$ cat src/rtl/cmd_frame_pkg.sv
// Shared frame constants, state and error encodings for the command frame parser and executor.
// Latency: n/a (definitions only).
// Backpressure: n/a (definitions only).
package cmd_frame_pkg;

    localparam logic [7:0] HDR_WR = 8'h5A;
    localparam logic [7:0] HDR_RD = 8'h5B;

    // header + 4 address bytes + 4 data bytes + tail
    localparam int FRAME_LEN   = 10;
    localparam int FIELD_BYTES = (FRAME_LEN - 2) / 2;
    localparam logic [1:0] LAST_IDX = 2'(FIELD_BYTES - 1);

    typedef enum logic [2:0] {
        S_HDR  = 3'd0,
        S_ADDR = 3'd1,
        S_DATA = 3'd2,
        S_TAIL = 3'd3,
        S_HOLD = 3'd4
    } state_t;

    typedef enum logic [1:0] {
        ERR_NONE = 2'b00,
        ERR_HDR  = 2'b01,
        ERR_TAIL = 2'b10,
        ERR_TMO  = 2'b11
    } err_code_t;

    // A frame closes with the bitwise complement of its header byte.
    function automatic logic [7:0] tail_of(input logic [7:0] hdr);
        return ~hdr;
    endfunction

    function automatic logic is_hdr(input logic [7:0] b);
        return (b == HDR_WR) || (b == HDR_RD);
    endfunction

endpackage

$ cat src/rtl/cmd_frame_parser_if.sv
// Byte-stream input, decoded command output and error report of the command frame parser.
// Latency: n/a (signal bundle).
// Backpressure: DATA_STREAM_IN_ACK gates the byte stream, CMD_READY gates the command.
interface cmd_frame_parser_if;

    logic [7:0]  DATA_STREAM_IN;
    logic        DATA_STREAM_IN_STB;
    logic        DATA_STREAM_IN_ACK;
    logic        CMD_VALID;
    logic        CMD_READY;
    logic        CMD_WR;
    logic [31:0] CMD_ADDR;
    logic [31:0] CMD_DATA;
    logic        FRAME_ERR;
    logic [1:0]  FRAME_ERR_CODE;

    // parser side
    modport master (
        input  DATA_STREAM_IN,
        input  DATA_STREAM_IN_STB,
        output DATA_STREAM_IN_ACK,
        output CMD_VALID,
        input  CMD_READY,
        output CMD_WR,
        output CMD_ADDR,
        output CMD_DATA,
        output FRAME_ERR,
        output FRAME_ERR_CODE
    );

    // receiver / executor side
    modport slave (
        output DATA_STREAM_IN,
        output DATA_STREAM_IN_STB,
        input  DATA_STREAM_IN_ACK,
        input  CMD_VALID,
        output CMD_READY,
        input  CMD_WR,
        input  CMD_ADDR,
        input  CMD_DATA,
        input  FRAME_ERR,
        input  FRAME_ERR_CODE
    );

endinterface

$ cat src/rtl/frame_timeout_ctr.sv
// Inter-byte timeout: counts 2 kHz pulse rising edges while a frame is being assembled.
// Latency: edge seen on pulse_i is counted one cycle later; timeout_o is combinational from the count.
// Backpressure: none; an accepted byte always clears the count and suppresses a coincident timeout.
module frame_timeout_ctr #(
    parameter int TIMEOUT_TICKS = 4,
    parameter int TICK_W        = 4
) (
    input  logic clk_i,
    input  logic rst_ni,
    input  logic pulse_i,
    input  logic active_i,
    input  logic byte_acc_i,
    output logic timeout_o
);

    localparam logic [TICK_W-1:0] LAST_TICK = TICK_W'(TIMEOUT_TICKS - 1);

    logic              pulse_q;
    logic              rise_q;
    logic [TICK_W-1:0] cnt_q;
    logic [TICK_W-1:0] cnt_d;

    // Registered rising-edge detect of the pulse input.
    always_ff @(posedge clk_i or negedge rst_ni) begin
        if (!rst_ni) begin
            pulse_q <= 1'b0;
            rise_q  <= 1'b0;
        end else begin
            pulse_q <= pulse_i;
            rise_q  <= pulse_i & ~pulse_q;
        end
    end

    // The edge that would take the count to TIMEOUT_TICKS fires the timeout instead.
    assign timeout_o = active_i && rise_q && !byte_acc_i && (cnt_q == LAST_TICK);

    // Count edges only while assembling; any byte, idle state or expiry resets it.
    always_comb begin
        cnt_d = cnt_q;
        if (!active_i || byte_acc_i || timeout_o) begin
            cnt_d = '0;
        end else if (rise_q) begin
            cnt_d = cnt_q + 1'b1;
        end
    end

    // Tick counter register.
    always_ff @(posedge clk_i or negedge rst_ni) begin
        if (!rst_ni) begin
            cnt_q <= '0;
        end else begin
            cnt_q <= cnt_d;
        end
    end

endmodule

$ cat src/rtl/cmd_frame_parser.sv
// Assembles 10-byte host frames (hdr, addr[4], data[4], ~hdr) into one OPB read/write command.
// Latency: tail byte accepted in cycle N -> CMD_VALID at N+1; FRAME_ERR pulses the cycle after the cause.
// Backpressure: byte ACK held low while a command waits for CMD_READY; bytes resume 1 cycle after handshake.
module cmd_frame_parser
    import cmd_frame_pkg::*;
#(
    parameter int TIMEOUT_TICKS = 4,
    parameter int TICK_W        = 4
) (
    input  logic SYS_CLK,
    input  logic SYS_RST,
    input  logic PULSE_2KHZ,
    cmd_frame_parser_if.master bus
);

    state_t      state_q, state_d;
    logic [1:0]  idx_q, idx_d;
    logic        wr_q, wr_d;
    logic [31:0] addr_q, addr_d;
    logic [31:0] data_q, data_d;
    logic        valid_q, valid_d;
    logic        ack_q, ack_d;
    logic        err_q, err_d;
    err_code_t   code_q, code_d;

    logic        byte_acc;
    logic [7:0]  rx_byte;
    logic        tmo_active;
    logic        tmo;

    assign rx_byte    = bus.DATA_STREAM_IN;
    assign byte_acc   = bus.DATA_STREAM_IN_STB && ack_q;
    assign tmo_active = (state_q == S_ADDR) || (state_q == S_DATA) || (state_q == S_TAIL);

    frame_timeout_ctr #(
        .TIMEOUT_TICKS (TIMEOUT_TICKS),
        .TICK_W        (TICK_W)
    ) u_tmo (
        .clk_i      (SYS_CLK),
        .rst_ni     (SYS_RST),
        .pulse_i    (PULSE_2KHZ),
        .active_i   (tmo_active),
        .byte_acc_i (byte_acc),
        .timeout_o  (tmo)
    );

    // Frame state machine: next state, field assembly, command hold and error reporting.
    always_comb begin
        state_d = state_q;
        idx_d   = idx_q;
        wr_d    = wr_q;
        addr_d  = addr_q;
        data_d  = data_q;
        valid_d = valid_q;
        err_d   = 1'b0;
        code_d  = code_q;

        case (state_q)
            S_HDR: begin
                if (byte_acc) begin
                    if (is_hdr(rx_byte)) begin
                        wr_d    = (rx_byte == HDR_WR);
                        addr_d  = '0;
                        // Cleared here and only shifted for writes, so reads present 0.
                        data_d  = '0;
                        idx_d   = '0;
                        state_d = S_ADDR;
                    end else begin
                        err_d  = 1'b1;
                        code_d = ERR_HDR;
                    end
                end
            end
            S_ADDR: begin
                if (byte_acc) begin
                    addr_d = {addr_q[23:0], rx_byte};
                    idx_d  = idx_q + 2'd1;
                    if (idx_q == LAST_IDX) begin
                        idx_d   = '0;
                        state_d = S_DATA;
                    end
                end
            end
            S_DATA: begin
                if (byte_acc) begin
                    if (wr_q) begin
                        data_d = {data_q[23:0], rx_byte};
                    end
                    idx_d = idx_q + 2'd1;
                    if (idx_q == LAST_IDX) begin
                        idx_d   = '0;
                        state_d = S_TAIL;
                    end
                end
            end
            S_TAIL: begin
                if (byte_acc) begin
                    if (rx_byte == tail_of(wr_q ? HDR_WR : HDR_RD)) begin
                        valid_d = 1'b1;
                        state_d = S_HOLD;
                    end else begin
                        // The bad tail is dropped, not retried as a header.
                        err_d   = 1'b1;
                        code_d  = ERR_TAIL;
                        state_d = S_HDR;
                    end
                end
            end
            S_HOLD: begin
                if (valid_q && bus.CMD_READY) begin
                    valid_d = 1'b0;
                    state_d = S_HDR;
                end
            end
            default: begin
                state_d = S_HDR;
            end
        endcase

        // Timeout is already masked by an accepted byte and by idle states.
        if (tmo) begin
            err_d   = 1'b1;
            code_d  = ERR_TMO;
            idx_d   = '0;
            state_d = S_HDR;
        end

        ack_d = (state_d != S_HOLD);
    end

    // State and output registers.
    always_ff @(posedge SYS_CLK or negedge SYS_RST) begin
        if (!SYS_RST) begin
            state_q <= S_HDR;
            idx_q   <= '0;
            wr_q    <= 1'b0;
            addr_q  <= '0;
            data_q  <= '0;
            valid_q <= 1'b0;
            ack_q   <= 1'b1;
            err_q   <= 1'b0;
            code_q  <= ERR_NONE;
        end else begin
            state_q <= state_d;
            idx_q   <= idx_d;
            wr_q    <= wr_d;
            addr_q  <= addr_d;
            data_q  <= data_d;
            valid_q <= valid_d;
            ack_q   <= ack_d;
            err_q   <= err_d;
            code_q  <= code_d;
        end
    end

    assign bus.DATA_STREAM_IN_ACK = ack_q;
    assign bus.CMD_VALID          = valid_q;
    assign bus.CMD_WR             = wr_q;
    assign bus.CMD_ADDR           = addr_q;
    assign bus.CMD_DATA           = data_q;
    assign bus.FRAME_ERR          = err_q;
    assign bus.FRAME_ERR_CODE     = code_q;

endmodule

$ cat src/flat_wrapper.sv
// flat-port wrapper written by rule: the top's interface ports become plain ports
module cmd_frame_parser_flat import cmd_frame_pkg::*;
#(
    parameter int TIMEOUT_TICKS = 4,
    parameter int TICK_W        = 4
)
  (SYS_CLK, SYS_RST, PULSE_2KHZ, bus_DATA_STREAM_IN, bus_DATA_STREAM_IN_STB, bus_DATA_STREAM_IN_ACK, bus_CMD_VALID, bus_CMD_READY, bus_CMD_WR, bus_CMD_ADDR, bus_CMD_DATA, bus_FRAME_ERR, bus_FRAME_ERR_CODE);
  cmd_frame_parser_if bus_i ();
  input  logic SYS_CLK;
  input  logic SYS_RST;
  input  logic PULSE_2KHZ;
  input wire logic [$bits(bus_i.DATA_STREAM_IN)-1:0] bus_DATA_STREAM_IN;
  input wire logic [$bits(bus_i.DATA_STREAM_IN_STB)-1:0] bus_DATA_STREAM_IN_STB;
  output wire logic [$bits(bus_i.DATA_STREAM_IN_ACK)-1:0] bus_DATA_STREAM_IN_ACK;
  output wire logic [$bits(bus_i.CMD_VALID)-1:0] bus_CMD_VALID;
  input wire logic [$bits(bus_i.CMD_READY)-1:0] bus_CMD_READY;
  output wire logic [$bits(bus_i.CMD_WR)-1:0] bus_CMD_WR;
  output wire logic [$bits(bus_i.CMD_ADDR)-1:0] bus_CMD_ADDR;
  output wire logic [$bits(bus_i.CMD_DATA)-1:0] bus_CMD_DATA;
  output wire logic [$bits(bus_i.FRAME_ERR)-1:0] bus_FRAME_ERR;
  output wire logic [$bits(bus_i.FRAME_ERR_CODE)-1:0] bus_FRAME_ERR_CODE;
  assign bus_i.DATA_STREAM_IN = bus_DATA_STREAM_IN;
  assign bus_i.DATA_STREAM_IN_STB = bus_DATA_STREAM_IN_STB;
  assign bus_DATA_STREAM_IN_ACK = bus_i.DATA_STREAM_IN_ACK;
  assign bus_CMD_VALID = bus_i.CMD_VALID;
  assign bus_i.CMD_READY = bus_CMD_READY;
  assign bus_CMD_WR = bus_i.CMD_WR;
  assign bus_CMD_ADDR = bus_i.CMD_ADDR;
  assign bus_CMD_DATA = bus_i.CMD_DATA;
  assign bus_FRAME_ERR = bus_i.FRAME_ERR;
  assign bus_FRAME_ERR_CODE = bus_i.FRAME_ERR_CODE;
  cmd_frame_parser #(.TIMEOUT_TICKS(TIMEOUT_TICKS), .TICK_W(TICK_W)) u_core (.SYS_CLK(SYS_CLK), .SYS_RST(SYS_RST), .PULSE_2KHZ(PULSE_2KHZ), .bus(bus_i));
endmodule
$ cat config.mk
export PLATFORM = sky130hd
export DESIGN_NAME = cmd_frame_parser_flat
export DESIGN_NICKNAME = d
export VERILOG_FILES = /design/src/rtl/cmd_frame_pkg.sv /design/src/rtl/cmd_frame_parser_if.sv /design/src/rtl/frame_timeout_ctr.sv /design/src/rtl/cmd_frame_parser.sv /design/src/flat_wrapper.sv
export SDC_FILE = /design/constraint.sdc
export NUM_CORES = 1
export LEC_CHECK = 0
export BUFFER_PORTS_ARGS = -buffer_cell sky130_fd_sc_hd__buf_2
export CAP_MARGIN = 20
export CORE_MARGIN = 2
export CORE_UTILIZATION = 55
export DETAILED_ROUTE_END_ITERATION = 8
export PLACE_DENSITY = 0.81
export SYNTH_ARGS = -nofsm -noshare
export SYNTH_HDL_FRONTEND = slang
export SYNTH_SLANG_ARGS = --single-unit
export TNS_END_PERCENT = 100
$ cat constraint.sdc
create_clock -name SYS_CLK -period 3.97 [get_ports SYS_CLK]
set_clock_uncertainty 0.1 [all_clocks]
set_input_delay 0.1985 -clock SYS_CLK [delete_from_list [all_inputs] [get_ports SYS_CLK]]
set_output_delay 0.1985 -clock SYS_CLK [all_outputs]
set_load 0.02 [all_outputs]
==> results.md <==
Critical path
* sky130_fd_sc_hd__dfrtp_1 — worst-path cell with the longest stage delay
* 810 ps — biggest cell delay along the critical path
* flop to flop — Setup Crit Path Kind
* flop — kind of capture point of the worst setup path
* 2490 ps — data arrival time of the critical path
* 32 — highest net fanout along the worst path
* buf_4, o211a_1, o21ai_0 — cell chain of the critical path
* 4070 ps — required time at the endpoint of the critical path
* 3 — depth of the worst register-to-register path
* 1580 ps — register-to-register path setup slack
* u_core.bus.CMD_ADDR[26]$_DFFE_PN0P_ — Critical R2R Capture
* 1 — CP Buf/Inv Count
* flop — startpoint types
* compound AO/OA/AOI/OAI gates — critical path's top delay family
* u_core.state_q[0]$_DFF_PN0_ — worst reg2reg startpoint

Synthesis
* 0.7143% — post-synthesis xor/xnor area fraction
* 3679 µm² — post-synthesis cell area
* 370 — Mapped Cells
* 0 — warnings from Yosys
* 9.942 µm² — synthesized area per cell
* 0 — number of enable-type register cells in the synthesized netlist
* 40 — Unique masters post-synth
* simple AND/OR/NAND/NOR gates — combinational family with the most area after synthesis
* sky130_fd_sc_hd__dfrtp_1 — predominant post-synthesis flop cell
* 100.0% — proportion of synthesized flip-flops having asynchronous set or reset
* 8.980% — multiplexer area fraction after synthesis
* 81 — flop and latch count out of synthesis
* 0.6803% — area share of fa/ha/maj cells after synthesis
* 55.14% — sequential element share of the synthesized area
* 16.26% — simple-gate share of the synthesized area
* 8.844% — complex-gate fraction of the synthesized area
* 385 — net count of the mapped netlist

Global route
* 2726 — via count of the first global-routing pass
* 82 — largest net degree at the start of global routing
* 0 — number of antenna violations at the first check in global routing
* 0 — remaining global-route overflow
* 12960 µm — global-route wire length before repair
* 22.20% — Overall Global Routing Usage

Layout
* sky130_fd_sc_hd__buf_2 (81), sky130_fd_sc_hd__dfrtp_1 (80), sky130_fd_sc_hd__inv_1 (65) — most frequent cells in the layout
* 68.58% — final standard cell utilization of the core
* 0 — antenna diode count
* 19.73% — Syn-to-layout area delta
* 25.33% — layout cell share with drive strength beyond 1
* 4404 µm² — summed area of non-filler cells in the final layout
* sky130_fd_sc_hd__buf_2 — most common cell after layout, fill and taps aside
* 464 — NumNets Final

Floorplan
* 6422 µm² — Core Box Area
* 29 — placement row count
* 7358 µm² — area of the die
* 57.28% — starting utilization of the core area
* 85.78 µm — Chip Width
* 85.78 µm — die outline height
* 83 — top-level I/O count

Drt
* 7 — total iterations of the first detailed-routing run
* 0 — remaining number of nets flagged by the antenna check after routing
* 198 — DRC violation total after the first TritonRoute iteration
* 5.514 — vias per inst
* 0 — drt drc
* 2928 — number of vias in the routed layout
* 7980 µm — Final Routed Wirelength
* 15.03 µm — drt wl/cell

Power and ir drop
* 0.002359 µW — Leakage Power
* 0.0003791 V — largest voltage drop on the vdd net
* 569.5 nW/µm² — power per unit of standard cell area

CTS
* 0 — number of gates resized after CTS
* done — CTS tree
* 3 — Max H-tree Level
* 80 ps — clock transition at the registers of the reported paths
* 81 — total clock sinks
* 9 — Num CTS Buffers
* 2 — buffer levels on the longest clock path
* 360 ps — clock latency on the worst-skew pair
* sky130_fd_sc_hd__clkbuf_8 — root buf cell

STA
* 1583 ps — final worst setup slack
* 0.4190 GHz — maximum clock frequency
* 2387 ps — clock period minus final worst setup slack
* 39.22% — Max transition margin
* 0 — count of final hold-check violations
* 0 — Setup violations, final
* 903.4 ps — Tightest Pin Transition
* false — unrepaired setup endpoints after global routing
* 9.231 ps — worst hold margin
* 0 ps — Total Neg Setup Slack
* 0 — count of final max-slew check failures
* 60.12% — final critical-path share of the clock period

Min path
* input pin to flop — class of the tightest hold or removal check
* 3 — instance count along the most critical hold path
* bus_DATA_STREAM_IN[5] — hold path startpoint
* u_core.bus.CMD_DATA[5]$_DFFE_PN0P_ — WHS Endpoint

Placed design
* 5171 µm — HPWL after detailed placement
* 4151 µm² — placed cell area
* 82 — # port buffers
* 0.8127 — weighted congestion reported at the end of routability-driven placement
* 1652 ps — Post-Place Worst Slack

Status
* completed — outcome

Flow run
* 0 — number of maximum-capacitance constraint violations

-- flip-flops by register name (all words and copies together), names as in the netlist, 2 cells and up --
name                       flops
u_core.state_q                 3
u_core.u_tmo.cnt_q             4
u_core.bus.CMD_DATA           32
u_core.idx_q                   2
u_core.bus.CMD_ADDR           32
u_core.bus.FRAME_ERR_CODE      2
-- synth_stat cells, types with 2 or more instances --
cell	count	area [µm²]
sky130_fd_sc_hd__clkbuf_1	16	60.06
sky130_fd_sc_hd__buf_4	3	22.52
sky130_fd_sc_hd__nor2b_1	2	12.51
sky130_fd_sc_hd__nor2_1	7	26.28
sky130_fd_sc_hd__nand4bb_1	2	22.52
sky130_fd_sc_hd__nand4b_1	2	17.52
sky130_fd_sc_hd__inv_1	65	244.0
sky130_fd_sc_hd__a32oi_1	2	17.52
sky130_fd_sc_hd__ha_1	2	25.02
sky130_fd_sc_hd__nand4_1	35	219.0
sky130_fd_sc_hd__buf_2	3	15.01
sky130_fd_sc_hd__mux2i_1	33	330.3
sky130_fd_sc_hd__xor2_1	3	26.28
sky130_fd_sc_hd__nand3b_1	4	30.03
sky130_fd_sc_hd__o21ai_0	37	185.2
sky130_fd_sc_hd__nand2b_1	2	12.51
sky130_fd_sc_hd__nand2_1	41	153.9
sky130_fd_sc_hd__nor4_1	2	12.51
sky130_fd_sc_hd__dfrtp_1	80	2002
sky130_fd_sc_hd__a211o_1	2	17.52
sky130_fd_sc_hd__a21oi_1	8	40.04
-- final cells by class --
type,count,area [µm²]
clock buffer,9,123.9
clock inverter,7,71.32
fill,496,2018
inverter,65,244.0
multi-input combinational,201,1333
sequential,81,2028
tap,77,96.34
timing repair buffer,91,508.0
-- worst register-to-register path, stage by stage, from the launching register on --
cell and delay (ps):
sky130_fd_sc_hd__dfrtp_1 810, sky130_fd_sc_hd__buf_4 390, sky130_fd_sc_hd__o211a_1 730, sky130_fd_sc_hd__o21ai_0 220
-- how the worst max path moves through the flow --
stage	start	to	slack, ps	cells after the start
6_report	u_core.state_q[0]$_DFF_PN0_	u_core.bus.CMD_ADDR[26]$_DFFE_PN0P_	1580	3
5_1_grt	u_core.state_q[0]$_DFF_PN0_	u_core.bus.CMD_ADDR[10]$_DFFE_PN0P_	1420	3
4_1_cts	u_core.state_q[0]$_DFF_PN0_	u_core.bus.CMD_ADDR[17]$_DFFE_PN0P_	1640	3
3_5_place_dp	u_core.state_q[0]$_DFF_PN0_	u_core.bus.CMD_ADDR[17]$_DFFE_PN0P_	1650	3
3_3_place_gp	u_core.state_q[0]$_DFF_PN0_	u_core.bus.CMD_ADDR[31]$_DFFE_PN0P_	1710	3
2_1_floorplan	u_core.bus.DATA_STREAM_IN_ACK$_DFF_PN1_	u_core.bus.CMD_ADDR[10]$_DFFE_PN0P_	2210	5
-- routing by layer --
layer / vias to the layer above / wire length [µm] / global-route usage [%]
met4: 0 / 206 / 8.802
met5: - / 0 / 0
met3: 16 / 414 / 6.545
met2: 76 / 3908 / 33.31
met1: 1442 / 3451 / 30.63
li1: 1394 / - / -
-- per-stage QoR --
step	instances	total power, µW
6_report	531	2508
5_1_grt	531	2646
4_1_cts	530	2514
3_5_place_dp	511	1920
3_3_place_gp	511	1897
2_1_floorplan	370	1618
-- logic make-up after synthesis --
logic type               after synthesis
AND/OR/NAND/NOR                      106
adder cells (fa/ha/maj)                2
AO/OA/AOI/OAI                         57
multiplexers                          33
buffers and inverters                 88
flip-flops                            81
XOR/XNOR                               3
-- report_power, final --
part | total, µW | internal (µW) | switching, µW
logic | 723 | 242 | 481
registers | 1190 | 1030 | 164
clock network | 594 | 290 | 303
-- what timing repair did --
item / 4_1_cts / 5_1_grt
buffers inserted: 0 / 0
hold endpoints to repair: 83 / 0
hold buffers: 3 / 0
(Power assumes the default switching activity.)
